[config.mk]
export PLATFORM = sky130hd
export DESIGN_NAME = planificador_cuenta
export DESIGN_NICKNAME = d
export VERILOG_FILES = /design/src/rtl/planificador_cuenta_pkg.sv /design/src/rtl/fifo_valores.sv /design/src/rtl/planificador_cuenta.sv
export SDC_FILE = /design/constraint.sdc
export NUM_CORES = 1
export LEC_CHECK = 0
export CORE_MARGIN = 4
export CORE_UTILIZATION = 57
export DETAILED_ROUTE_END_ITERATION = 8
export GPL_TIMING_DRIVEN = 0
export HOLD_SLACK_MARGIN = 0.08
export PLACE_DENSITY = 0.93
export SLEW_MARGIN = 20
export SYNTH_ARGS = -nofsm -noshare
export SYNTH_HDL_FRONTEND = slang
export SYNTH_HIERARCHICAL = 1
export SYNTH_SLANG_ARGS = --single-unit
export TNS_END_PERCENT = 100
[constraint.sdc]
create_clock -name clk -period 5 [get_ports clk]
set_input_delay 1 -clock clk [delete_from_list [all_inputs] [get_ports clk]]
set_output_delay 1 -clock clk [all_outputs]
set_load 0.01 [all_outputs]
[src/rtl/planificador_cuenta_pkg.sv]
// Shared definitions for the count sequencer: widths, default FIFO depth and FSM states.
package planificador_cuenta_pkg;

    localparam int unsigned ANCHO_VALOR  = 3;
    localparam int unsigned ANCHO_CUENTA = 4;
    localparam int unsigned PROF_DEF     = 4;

    typedef enum logic [2:0] {
        StIdle,
        StLanza,
        StEsperaBaja,
        StEsperaFin,
        StEntrega
    } estado_t;

endpackage

[src/rtl/fifo_valores.sv]
// Synchronous FIFO for the values awaiting a count; pointers carry one extra wrap bit.
module fifo_valores
    import planificador_cuenta_pkg::*;
#(
    parameter int unsigned PROF  = PROF_DEF,
    parameter int unsigned ANCHO = ANCHO_VALOR
) (
    input  logic             clk,
    input  logic             reset,
    input  logic             push,
    input  logic             pop,
    input  logic [ANCHO-1:0] dato_in,
    output logic [ANCHO-1:0] dato_out,
    output logic             lleno,
    output logic             vacio
);

    localparam int unsigned AP = $clog2(PROF);

    logic [AP:0]      wptr;
    logic [AP:0]      rptr;
    logic [ANCHO-1:0] mem [PROF];

    always_ff @(posedge clk) begin
        if (reset) begin
            wptr <= '0;
            rptr <= '0;
        end else begin
            if (push && !lleno) begin
                wptr <= wptr + 1'b1;
            end
            if (pop && !vacio) begin
                rptr <= rptr + 1'b1;
            end
        end
    end

    always_ff @(posedge clk) begin
        if (push && !lleno) begin
            mem[wptr[AP-1:0]] <= dato_in;
        end
    end

    assign dato_out = mem[rptr[AP-1:0]];
    assign vacio    = (wptr == rptr);
    // Same slot but different lap means the writer is a full buffer ahead.
    assign lleno    = (wptr[AP] != rptr[AP]) && (wptr[AP-1:0] == rptr[AP-1:0]);

endmodule

[src/rtl/planificador_cuenta.sv]
// Sequencer feeding the ones-counting unit: buffers values, launches one count at a time,
// publishes each result and keeps a saturating total plus a completion counter.
module planificador_cuenta
    import planificador_cuenta_pkg::*;
#(
    parameter int unsigned PROF        = PROF_DEF,
    parameter int unsigned ANCHO_TOTAL = 6
) (
    input  logic                    clk,
    input  logic                    reset,
    input  logic [ANCHO_VALOR-1:0]  dato_in,
    input  logic                    dato_valid,
    output logic                    dato_ready,
    output logic [ANCHO_VALOR-1:0]  Valor,
    output logic                    start,
    input  logic [ANCHO_CUENTA-1:0] Cuenta,
    input  logic                    fin,
    output logic [ANCHO_CUENTA-1:0] res,
    output logic                    res_valid,
    output logic [ANCHO_TOTAL-1:0]  total,
    output logic [3:0]              n_proc
);

    localparam int unsigned ANCHO_SUMA = ANCHO_TOTAL + 1;

    estado_t                estado;
    logic                   lleno;
    logic                   vacio;
    logic                   push;
    logic                   pop;
    logic [ANCHO_VALOR-1:0] dato_fifo;
    logic [ANCHO_SUMA-1:0]  suma;
    logic [ANCHO_TOTAL-1:0] total_sat;

    assign dato_ready = !lleno;
    assign push       = dato_valid && dato_ready;
    assign pop        = (estado == StIdle) && !vacio;

    fifo_valores #(
        .PROF  (PROF),
        .ANCHO (ANCHO_VALOR)
    ) u_fifo (
        .clk      (clk),
        .reset    (reset),
        .push     (push),
        .pop      (pop),
        .dato_in  (dato_in),
        .dato_out (dato_fifo),
        .lleno    (lleno),
        .vacio    (vacio)
    );

    // One extra bit catches the carry so the clamp never wraps.
    assign suma      = ANCHO_SUMA'(total) + ANCHO_SUMA'(res);
    assign total_sat = suma[ANCHO_TOTAL] ? '1 : suma[ANCHO_TOTAL-1:0];

    always_ff @(posedge clk) begin
        if (reset) begin
            estado    <= StIdle;
            Valor     <= '0;
            start     <= 1'b0;
            res       <= '0;
            res_valid <= 1'b0;
            total     <= '0;
            n_proc    <= '0;
        end else begin
            start     <= 1'b0;
            res_valid <= 1'b0;
            unique case (estado)
                StIdle: begin
                    if (!vacio) begin
                        Valor  <= dato_fifo;
                        start  <= 1'b1;
                        estado <= StLanza;
                    end
                end
                StLanza: begin
                    estado <= StEsperaBaja;
                end
                StEsperaBaja: begin
                    // fin may still be high from the previous count; wait for it to drop.
                    if (!fin) begin
                        estado <= StEsperaFin;
                    end
                end
                StEsperaFin: begin
                    if (fin) begin
                        res       <= Cuenta;
                        res_valid <= 1'b1;
                        estado    <= StEntrega;
                    end
                end
                StEntrega: begin
                    total  <= total_sat;
                    n_proc <= n_proc + 4'd1;
                    estado <= StIdle;
                end
                default: begin
                    estado <= StIdle;
                end
            endcase
        end
    end

endmodule

# == After elaboration in Yosys (flattened, before gate mapping) ==
# Memories as Yosys holds them, arrays and structs flattened. A register that Yosys moved wholly into a read port is not among the register bits.
# Index checks and enable logic that the tools add are counted.
# word_totals
ff_bits,25
ramBits,12
in_bits,11
memories,1
# op_classes
addsub,4
n_eq_ne,10
mux,9
bitwise,3
reduce_logical,13
# memory_table
memory,depth,width,rd,rd_clocked_by_memory_dff,wr,line_no,rtl
u_fifo.mem,4,3,1,1,1,fifo_valores.sv:22,logic [ANCHO-1:0] mem [PROF];
# ops
op,n
3-bit one-hot mux with 4 select lines,1
3-bit two-way mux,3
6-bit by 4-bit adder with 7-bit output,1
"3-bit by 1-bit adder with 3-bit output, second input constant",2
"3-bit by 2-bit equality test with 1-bit output, second input constant",2
6-bit two-way mux,1
"2-bit inequality test, second input constant",3
1-bit logical AND,5
"4-bit by 1-bit adder with 4-bit output, second input constant",1
1-bit two-way mux,4
2-bit AND reduction,2
2-bit OR reduction,2
"3-bit by 1-bit equality test with 1-bit output, second input constant",1
3-bit equality test,1
"3-bit equality test, second input constant",1
3-bit zero test,1
1-bit NOT,3
3-bit AND reduction,1
2-bit equality test,1
1-bit zero test,2
1-bit inequality test,1

# == Logic depth before layout (Yosys ltp) ==
# logic_depth
ltp_word,7
ltp_mapped,8

# == Cells and area by module ==
# The synthesis kept the hierarchy.
# by_module_without_submodules
mod,n_inst,cells_each,area_each_um2,seq_area_each_um2
fifo_valores,1,83,1009.7,520.5
planificador_cuenta,1,102,1001.0,440.4

# == Worst setup path before layout ==
# No wires, ideal clock.
# synth_path
kind,reg2out
startpoint,register u_fifo.wptr[1]
endpoint,output port dato_ready
arrival_ns,1.177
required_ns,4.000
setup_slack_ns,2.823
path_stages_with_launch,6
path_cell_list,dfxtp_1 buf_6 xnor2_1 nand2_1 nor2_1 inv_1
# synth_between
elab_chain_cells,3
# synth_rtl
element,line_no,rtl
"start, declared",fifo_valores.sv:20,logic [AP:0] wptr;
"start signal, assigned",fifo_valores.sv:30,wptr <= wptr + 1'b1;
2-bit equality test,fifo_valores.sv:47,assign lleno = (wptr[AP] != rptr[AP]) && (wptr[AP-1:0] == rptr[AP-1:0]);
1-bit logical AND,fifo_valores.sv:47,
via lleno,planificador_cuenta.sv:27,logic lleno;
1-bit zero test,planificador_cuenta.sv:35,assign dato_ready = !lleno;
"end, declared",planificador_cuenta.sv:13,"output logic dato_ready,"
# The timed path passes the listed nets, and every way through them passes these cells.

# == Worst setup path after layout ==
# layout_path
startpoint,register u_fifo.rptr[0]
endpoint,output port dato_ready
# layout_between
elab_chain_cells,3
# layout_rtl
element,line_no,rtl
"start, declared",fifo_valores.sv:21,logic [AP:0] rptr;
"start signal, assigned",fifo_valores.sv:33,rptr <= rptr + 1'b1;
2-bit equality test,fifo_valores.sv:47,
1-bit logical AND,fifo_valores.sv:47,
via lleno,planificador_cuenta.sv:27,
1-bit zero test,planificador_cuenta.sv:35,
# The timed path passes the listed nets, and every way through them passes these cells.

==> metrics.md <==
| Metric | Value |
|---|---|
| Largest net degree at the start of global routing | `13` |
| VDD IR max | `between 300 and 400 µV` |
| Routed WL per cell | `between 15 and 20 µm` |
| Die width | `between 60 and 70 µm` |
| Final WL | `a little over 4000 µm` |
| Leakage | `0.000908 µW` |
| First-pass GRT wire length | `between 6000 and 7000 µm` |
| Critical path endpoint category | `primary output` |
| Layout area overhead | `21.5%` |
| Mapped Nets | `about 210` |
| Nets | `244` |
| R2R setup slack | `2650 ps` |
| Req. time, crit path | `about 4000 ps` |
| CTS tree | `done` |
| DRC viols | `0` |
| Final ANT Viol Nets | `0` |
| Fin Hold WS | `slightly above 500 ps` |
| GPL Wtd Cong | `0.878` |
| Starting Density | `about three fifths` |
| Routed length on met2 | `between 2000 and 2500 µm` |
| Worst Path Class, Setup | `reg -> out` |
| Seq/Total Area, Yosys | `~48%` |
| Clk buf depth | `2` |
| Post-synthesis cell type count | `between 40 and 50` |
| HP Class | `reg -> reg` |
| Gr ovfl total | `0` |
| Clk_skew | `~5.4 ps` |
| Clk_lat worst skew | `approximately 330 ps` |
| Main synth FF type | `dfxtp_1` |
| Crit path time final | `about 3200 ps` |
| Iteration count of the initial detailed-routing pass | `4` |
| Number of buffers created by CTS | `5` |
| Core area | `roughly 0.0034 mm²` |
| RSZ-0062 raised after global routing | `false` |
| Root Buffer | `clkbuf_4` |
| Initial antenna violation count | `0` |
| Worst slew margin | `54.4%` |
| Max FO, Critical Path | `8` |
| FF+latch count, synth | `between 40 and 50` |
| Via count | `roughly 1500` |
| Final setup TNS | `0 ps` |
| Outcome | `completed` |
| Post CTS Setup Buffer Count | `0` |
| Post-DR vias/cell | `between 5 and 6` |
| Layout cells sized above 1 | `8.97%` |
| Post-Syn Area per Cell | `roughly 11 µm²` |
| Max Fclk | `~310 MHz` |
| Diodes inserted | `0` |
| H-tree depth | `2` |
| Vias in the first global route | `approximately 1400` |
| Total track usage | `around a fifth` |
| Crit start category | `flip-flop` |
| Max capacitance violation total | `0` |
| CTS clk-pin slew, worst paths | `between 100 and 150 ps` |
| Metal3 WL | `between 150 and 200 µm` |
| Met1 wire length | `around 1700 µm` |
| Warnings from Yosys | `6` |
| Ports | `31` |
| Asr flop ratio synth | `0%` |
| Detailed Place HPWL | `roughly 3100 µm` |
| Buffers on Ports | `30` |
| Post-synth EDFFs | `12` |
| Final setup violating endpoints | `0` |
| Cell Area, Synth | `0.00201 mm²` |
| Post-cts gate resize count | `0` |
| # hold bufs at CTS | `0` |
| Clock sinks | `42` |
| Final Slew Violations | `0` |
| DRT iter0 DRCs | `113` |
| Slew @ Worst Pin | `679 ps` |
| Die area | `around 0.0045 mm²` |
| # rows | `21` |
| # fillers | `249` |
| CP Data Arrival Time | `around 2200 ps` |
| DR top layer | `met4` |
| Period utilization | `between 60% and 70%` |
| Post-synthesis cell count | `185` |
| Pwr Density | `about 410 mW/mm²` |
| DIE HEIGHT | `between 60 and 70 µm` |
| Endpoints failing hold | `0` |
layout by cell type (no fill, tap or decap), types with 2 or more instances in the layout:
cell type	instances
clkbuf_1	4
nand2_1	8
and3_1	2
and2_1	3
a211oi_1	4
edfxtp_1	12
nand3b_1	2
clkdlybuf4s50_1	30
nand4_1	3
nor3_1	5
dfxtp_1	30
a21oi_1	5
nor2_1	23
o21bai_1	2
nand3_1	5
a31oi_1	5
ha_1	10
clkbuf_4	6
inv_1	6
mux4_2	3
xor2_1	5
mux2i_1	7
o211ai_1	5
buf_6	3
o21ai_0	5
nor3b_1	4
a41oi_1	2
xnor2_1	5
nor2b_1	2
registers in the layout (all words and copies together) (netlist names), named ones only:
name,flops
estado,3
u_fifo/wptr,3
res_valid,1
Valor,3
n_proc,4
start,1
total,6
u_fifo/rptr,3
u_fifo/mem,12
res,4
metal layers:
layer | vias up | track usage, %
met5 | - | 0
met4 | 0 | 7.09
met3 | 8 | 3.99
met2 | 44 | 34.7
met1 | 717 | 25.0
li1 | 750 | -
cell type report:
| class | instances | area [µm²] | area share (%) |
|---|---|---|---|
| Tap cell | 46 | 57.6 | 2.36 |
| Buffer | 7 | 62.6 | 2.56 |
| Inverter | 6 | 22.5 | 0.922 |
| Multi-Input combinational cell | 130 | 965 | 39.5 |
| Timing Repair Buffer | 30 | 300 | 12.3 |
| Sequential cell | 42 | 961 | 39.3 |
| Clock buffer | 7 | 45.0 | 1.84 |
| Clock inverter | 1 | 30.0 | 1.23 |
path summary, 6_finish.rpt:
check,start,end,depth (start not counted)
max,u_fifo/rptr[0],dato_ready,5
min,n_proc[1],n_proc[1],2
max reg2reg,u_fifo/wptr[0],flip-flop,7
min reg2reg,n_proc[1],n_proc[1],2
cells in the mapped netlist (6+ instances only):
cell	instances	area share, %
nand2_1	8	1.5
ha_1	10	6.2
mux2i_1	7	3.5
edfxtp_1	12	18
nor2_1	23	4.3
dfxtp_1	30	30
inv_1	6	1.1
kinds of logic after synthesis:
kind of cell,share of synthesized area [%]
compound gates,11.5
xor+xnor,4.36
simple gates,18.0
fa+ha+maj,7.22
buf+inv,4.23
flops,47.8
mux,6.84
worst max-delay path: stages, from the launching register on:
cell             delay, ps
dfxtp_1                390
xnor2_1                540
nand2_1                260
nor2_1                 190
inv_1                   50
clkdlybuf4s50_1        470
per-stage QoR:
stage          instances  cell area, µm²  utilization (%)  total power, µW  setup WS (ps)
2_1_floorplan        185            2010                -              689           2820
3_3_place_gp         261            2370             70.4              779           2180
3_5_place_dp         261            2370             70.4              797           2150
4_1_cts              269            2440             72.7             1010           1750
5_1_grt              269            2440             72.7             1070           1540
6_report             269            2440             72.7             1000           1760
power breakdown:
part / internal (µW) / switching [µW]
clock network: 106 / 103
logic: 152 / 182
registers: 407 / 51.4
No activity file was read; power rests on OpenSTA's default activity.
